===== src/rtl/ifu_pkg.sv =====
// Shared IFU types and constants used by the instruction-fetch miss path.
package ifu_pkg;

  localparam int TAG_WIDTH  = 8;
  localparam int LINE_WIDTH = 64;

  localparam int MISS_TIMEOUT_CYCLES = 16;
  localparam int MISS_MAX_RETRIES    = 2;
  localparam int MISS_CNT_WIDTH      = 16;

  typedef enum logic [1:0] {
    MISS_IDLE = 2'd0,
    MISS_REQ  = 2'd1,
    MISS_WAIT = 2'd2,
    MISS_RSP  = 2'd3
  } ifu_miss_state_t;

  // Increment that sticks at all-ones instead of wrapping.
  function automatic logic [MISS_CNT_WIDTH-1:0] sat_inc(input logic [MISS_CNT_WIDTH-1:0] value);
    return (value == '1) ? value : value + 1'b1;
  endfunction

endpackage


===== src/rtl/ifu_miss_timer.sv =====
// Loadable up-counter with clear, enable and a terminal-count flag.
module ifu_miss_timer #(
  parameter int WIDTH    = 4,
  parameter int TERMINAL = 15
) (
  input  logic             Clock,
  input  logic             Rst,
  input  logic             clear,
  input  logic             load,
  input  logic [WIDTH-1:0] load_value,
  input  logic             enable,
  output logic             terminal
);

  logic [WIDTH-1:0] count_reg;

  always_ff @(posedge Clock) begin
    if (Rst)          count_reg <= '0;
    else if (clear)   count_reg <= '0;
    else if (load)    count_reg <= load_value;
    else if (enable)  count_reg <= count_reg + 1'b1;
  end

  assign terminal = (count_reg == WIDTH'(TERMINAL));

endmodule


===== src/rtl/ifu_miss_ctrl.sv =====
// Instruction-cache miss controller: one outstanding line fetch, tag-filtered
// responses, timeout with bounded retry, flush abort and a saturating miss count.
module ifu_miss_ctrl #(
  parameter int TAG_WIDTH      = ifu_pkg::TAG_WIDTH,
  parameter int LINE_WIDTH     = ifu_pkg::LINE_WIDTH,
  parameter int TIMEOUT_CYCLES = ifu_pkg::MISS_TIMEOUT_CYCLES,
  parameter int MAX_RETRIES    = ifu_pkg::MISS_MAX_RETRIES
) (
  input  logic                  Clock,
  input  logic                  Rst,
  input  logic [TAG_WIDTH-1:0]  cache_reqTagIn,
  input  logic                  cache_reqTagValidIn,
  output logic [TAG_WIDTH-1:0]  cache_rspTagOut,
  output logic [LINE_WIDTH-1:0] cache_rspInsLineOut,
  output logic                  cache_rspInsLineValidOut,
  output logic [TAG_WIDTH-1:0]  mem_reqTagOut,
  output logic                  mem_reqValidOut,
  input  logic                  mem_reqReadyIn,
  input  logic [TAG_WIDTH-1:0]  mem_rspTagIn,
  input  logic [LINE_WIDTH-1:0] mem_rspInsLineIn,
  input  logic                  mem_rspValidIn,
  input  logic                  flushIn,
  output logic                  errorOut,
  output logic                  busyOut,
  output logic [15:0]           missCountOut,
  output logic [1:0]            stateOut
);
  import ifu_pkg::*;

  localparam int TIMER_W = $clog2(TIMEOUT_CYCLES);
  localparam int RETRY_W = (MAX_RETRIES == 0) ? 1 : $clog2(MAX_RETRIES + 1);
  localparam logic [RETRY_W-1:0] RETRY_LIMIT = RETRY_W'(MAX_RETRIES);

  ifu_miss_state_t state_reg, state_next;
  logic [TAG_WIDTH-1:0]      pend_tag_reg, pend_tag_next;
  logic [TAG_WIDTH-1:0]      rsp_tag_reg, rsp_tag_next;
  logic [LINE_WIDTH-1:0]     rsp_line_reg, rsp_line_next;
  logic [RETRY_W-1:0]        retry_reg, retry_next;
  logic [MISS_CNT_WIDTH-1:0] miss_cnt_reg, miss_cnt_next;
  logic                      error_reg, error_next;

  logic timer_clear;
  logic timer_terminal;
  logic rsp_match;

  assign rsp_match = mem_rspValidIn && (mem_rspTagIn == pend_tag_reg);

  ifu_miss_timer #(
    .WIDTH    (TIMER_W),
    .TERMINAL (TIMEOUT_CYCLES - 1)
  ) u_timer (
    .Clock      (Clock),
    .Rst        (Rst),
    .clear      (timer_clear),
    .load       (1'b0),
    .load_value ('0),
    .enable     (state_reg == MISS_WAIT),
    .terminal   (timer_terminal)
  );

  always_ff @(posedge Clock) begin
    if (Rst) begin
      state_reg    <= MISS_IDLE;
      pend_tag_reg <= '0;
      rsp_tag_reg  <= '0;
      rsp_line_reg <= '0;
      retry_reg    <= '0;
      miss_cnt_reg <= '0;
      error_reg    <= 1'b0;
    end else begin
      state_reg    <= state_next;
      pend_tag_reg <= pend_tag_next;
      rsp_tag_reg  <= rsp_tag_next;
      rsp_line_reg <= rsp_line_next;
      retry_reg    <= retry_next;
      miss_cnt_reg <= miss_cnt_next;
      error_reg    <= error_next;
    end
  end

  always_comb begin
    state_next    = state_reg;
    pend_tag_next = pend_tag_reg;
    rsp_tag_next  = rsp_tag_reg;
    rsp_line_next = rsp_line_reg;
    retry_next    = retry_reg;
    miss_cnt_next = miss_cnt_reg;
    error_next    = 1'b0;
    timer_clear   = 1'b0;

    // Flush overrides everything in flight; the miss statistic is left intact.
    if (flushIn) begin
      state_next  = MISS_IDLE;
      retry_next  = '0;
      timer_clear = 1'b1;
    end else begin
      unique case (state_reg)
        MISS_IDLE: begin
          if (cache_reqTagValidIn) begin
            pend_tag_next = cache_reqTagIn;
            retry_next    = '0;
            miss_cnt_next = sat_inc(miss_cnt_reg);
            state_next    = MISS_REQ;
          end
        end
        MISS_REQ: begin
          if (mem_reqReadyIn) begin
            timer_clear = 1'b1;
            state_next  = MISS_WAIT;
          end
        end
        MISS_WAIT: begin
          // A match in the terminal cycle still wins over the timeout.
          if (rsp_match) begin
            rsp_tag_next  = mem_rspTagIn;
            rsp_line_next = mem_rspInsLineIn;
            state_next    = MISS_RSP;
          end else if (timer_terminal) begin
            if (retry_reg < RETRY_LIMIT) begin
              retry_next = retry_reg + 1'b1;
              state_next = MISS_REQ;
            end else begin
              error_next = 1'b1;
              state_next = MISS_IDLE;
            end
          end
        end
        MISS_RSP: state_next = MISS_IDLE;
        default:  state_next = MISS_IDLE;
      endcase
    end
  end

  assign cache_rspTagOut          = rsp_tag_reg;
  assign cache_rspInsLineOut      = rsp_line_reg;
  assign cache_rspInsLineValidOut = (state_reg == MISS_RSP);
  assign mem_reqTagOut            = pend_tag_reg;
  assign mem_reqValidOut          = (state_reg == MISS_REQ);
  assign errorOut                 = error_reg;
  assign busyOut                  = (state_reg != MISS_IDLE);
  assign missCountOut             = miss_cnt_reg;
  assign stateOut                 = state_reg;

endmodule


===== config.mk =====
export PLATFORM = sky130hd
export DESIGN_NAME = ifu_miss_ctrl
export DESIGN_NICKNAME = d
export VERILOG_FILES = /design/src/rtl/ifu_pkg.sv /design/src/rtl/ifu_miss_timer.sv /design/src/rtl/ifu_miss_ctrl.sv
export SDC_FILE = /design/constraint.sdc
export NUM_CORES = 1
export LEC_CHECK = 0
export BUFFER_PORTS_ARGS = -buffer_cell sky130_fd_sc_hd__buf_2
export CAP_MARGIN = 0
export CORE_ASPECT_RATIO = 0.9
export CORE_MARGIN = 2
export CORE_UTILIZATION = 42
export CTS_CLUSTER_DIAMETER = 30
export DETAILED_ROUTE_END_ITERATION = 8
export HOLD_SLACK_MARGIN = 0.03
export PLACE_DENSITY_LB_ADDON = 0.3
export SETUP_SLACK_MARGIN = 0.3
export SYNTH_ARGS = -nofsm -noshare
export SYNTH_HDL_FRONTEND = slang
export SYNTH_SLANG_ARGS = --single-unit

===== constraint.sdc =====
create_clock -name Clock -period 1.7 [get_ports Clock]
set_input_delay 0 -clock Clock [delete_from_list [all_inputs] [get_ports Clock]]
set_output_delay 0 -clock Clock [all_outputs]
set_load 0.02 [all_outputs]

==> flow_summary.yaml <==
global_routing:
  overflow: 0
  antenna_found_initial: 1
  first_global_vias: 4253
  grt_usage_pct: 23.9
  grt_first_pass_wirelength_mm: 20.3
  grt_max_degree: 46
timing:
  drv_slew: 0
  worst_slew_pin_slew_ps: 479
  rsz0062_at_grt: "true"
  setup_violations: 71
  fin_worst_skew_ps: 12.0
  hold_viol: 0
  setup_ws_ps: -166
  maxSlewHeadroom_pct: 68.1
  finalCriticalPeriod_ps: 1870
  fmax_ghz: 0.536
  period_share_pct: 110
floorplan:
  initial_core_util_pct: 42.9
  fp.dieW_um: 108
  fp.coreArea_sq_um: 9610
  num_rows: 34
  ios: 188
  dieHeight_um: 98.0
  die_area_sq_um: 10600
critical_path:
  worstPathRequired_ps: 1940
  cp_max_fo: 7
  worst_setup_path_end_kind: "flip-flop"
  critical_path_buf_inv_count: 3
  timing.rr.start: "mem_reqTagOut[6]"
  arrival_ps: 2110
  cpLargestDelayFamily: "simple AND/OR/NAND/NOR gates"
  worst_path_largest_cell_delay_ps: 350
  crit_start: "mem_reqTagOut[6]"
  critPathSlowestCell: "dfxtp_2"
  crit_chain: "xnor2_2 -> nand4_1 -> nor4_4 -> buf_4 -> buf_12 -> buf_16 -> mux2i_4 -> nor2_1"
  cp-start-kind: "flip-flop"
  critPathKind: "reg -> reg"
synthesis:
  synth_edf_count: 0
  synth_compound_gate_area_share_pct: 6.10
  syn_nets: 516
  ys_warn_count: 0
  synth_fa_ha_area_share_pct: 0.607
  syn_area_sq_um: 4120
  synthMuxAreaShare_pct: 18.0
  seq_area_frac_synth_pct: 51.0
  synth_seq_cells: 105
  synthSimpleGateAreaFrac_pct: 17.3
  synthCells: 428
  synth_xor_area_share_pct: 3.83
  synth.avg_cell_area_sq_um: 9.63
  yosysUniqueCellTypes: 37
  synth_top_family_by_area: "multiplexers"
  ys.flop_type: "dfxtp_1"
  synth-async-reset-ratio_pct: 0
layout:
  regArea_sq_um: 2140
  largest_register_ffs: 64
  final_nets: 843
  multiInputGateArea_sq_um: 2140
  finalNonFillerCells: 887
  final_common_cell: "buf_2"
  fin_util_pct: 75.0
  final_cell_mix: "buf_2, nor2_1, dfxtp_1"
  area_delta_synth_final_pct: 74.9
  drive_gt1_share_pct: 44.3
  fillers: 645
routing:
  wire_per_inst_um: 15.7
  vias: 4380
  route.detailed.drc: 0
  routed_wl_mm: 13.9
  drtAntennaViolNets: 0
  via_per_inst: 4.94
  detailedRoute.firstPassIterationCount: 5
  drt_iter0_drc: 171
clock_network:
  clk_pin_slew_ps: 100
  h-tree-depth: 3
  cts_root_buf: "clkbuf_8"
  cts_tree: "yes"
  clk_path_buf_depth: 2
  clkLatencyLatePin_ps: 360
  cts_made_buffers: 9
  cts.sink_count: 105
place:
  io_buffers: 187
  place.gp.congestion: 0.808
  dp.cells: 751
  place_ws_ps: -187
  detailed_place_hpwl_mm: 8.07
power:
  p_per_area_nw_per_um2: 621
  leakagePower_nw: 3.14
  max-vdd-ir-drop_mv: 0.429
status:
  violations: "negative setup slack"
  outcome: "finished, violations left"
worst_hold_path:
  holdCritPathClass: "in -> reg"
  hold_start: "cache_reqTagValidIn"
run:
  max_cap_viol_count: 0
path summary, 6_finish.rpt:
path | slack, ps | endpoint | cells past startpoint
max reg2reg | -170 | cache_rspInsLineOut[27] | 8
min | 70 | retry_reg[1] | 4
min reg2reg | 480 | mem_reqTagOut[5] | 2
max | -170 | cache_rspInsLineOut[27] | 8
worst reg2reg max path: stages (launching register included):
cell,delay [ps]
dfxtp_2,350
xnor2_2,180
nand4_1,230
nor4_4,240
buf_4,170
buf_12,140
buf_16,140
mux2i_4,240
nor2_1,70
routing by layer:
metal / share of wire (%) / vias up / GRT usage [%]
li1: - / 2119 / -
met1: 39 / 2055 / 26.4
met2: 52 / 168 / 45.0
met3: 7.2 / 38 / 5.74
met4: 2.5 / 0 / 6.90
met5: 0 / - / 0
report_power, final:
group / total (mW) / switching, mW / leakage (nW) / internal (mW)
Clock: 1.48 / 0.857 / 0.0967 / 0.623
Sequential: 2.48 / 0.0155 / 0.857 / 2.47
Combinational: 0.516 / 0.216 / 2.19 / 0.300
Total: 4.48 / 1.09 / 3.14 / 3.39
repair_timing:
item	in CTS	in global routing
pin swaps	16	30
endpoints found under the setup margin	92	101
endpoints found under the hold margin	82	0
cloned	4	2
hold buffers	82	0
setup buffers	23	8
resized for setup	29	40
cells in the mapped netlist (2+ instances only):
cell	n	area [sq um]
clkbuf_1	15	56.3
a21oi_1	19	95.1
nor3_1	4	20.0
ha_1	2	25.0
nand2b_1	2	12.5
mux2i_1	73	731
inv_1	3	11.3
or3_1	2	12.5
dfxtp_1	105	2100
xnor2_1	18	158
buf_4	6	45.0
nand3_1	9	45.0
and4_1	2	17.5
a211oi_1	8	60.1
o31ai_1	2	15.0
nand2_1	27	101
a31o_1	2	17.5
a31oi_1	3	18.8
nor4_1	3	18.8
nor2b_1	2	12.5
and2_1	2	12.5
o21ai_0	2	10.0
buf_2	2	10.0
nor2_1	98	368
nand4_1	5	31.3
through the flow:
stage	setup TNS, ps	cell area, sq um	power [mW]	hold WS [ps]
5_1_grt	-13490	7210	4.64	87.0
3_3_place_gp	-2770	5510	2.83	231
6_report	-6240	7210	4.48	72.9
3_5_place_dp	-6850	5510	2.83	243
2_1_floorplan	-15.4	4210	2.66	136
4_1_cts	-5450	6930	4.47	51.3
kinds of logic (layout without fill, tap and decap cells):
group	count (synthesis)	in the layout
and+or+nand+nor	161	161
other	0	1
muxes	74	74
xor gates and xnor gates	18	18
buffers and inverters	28	360
adders and majority gates	2	2
DFF	105	105
AOI/OAI and AO/OA	40	40
layout make-up:
class	instances	share of cell area (%)
Antenna cell	1	0.0347
Clock inverter	5	0.503
Multi-Input combinational cell	295	29.7
Sequential cell	105	29.7
Tap cell	126	2.19
Clock buffer	11	2.10
Timing Repair Buffer	339	35.5
Inverter	5	0.260
(Power assumes the default switching activity.)
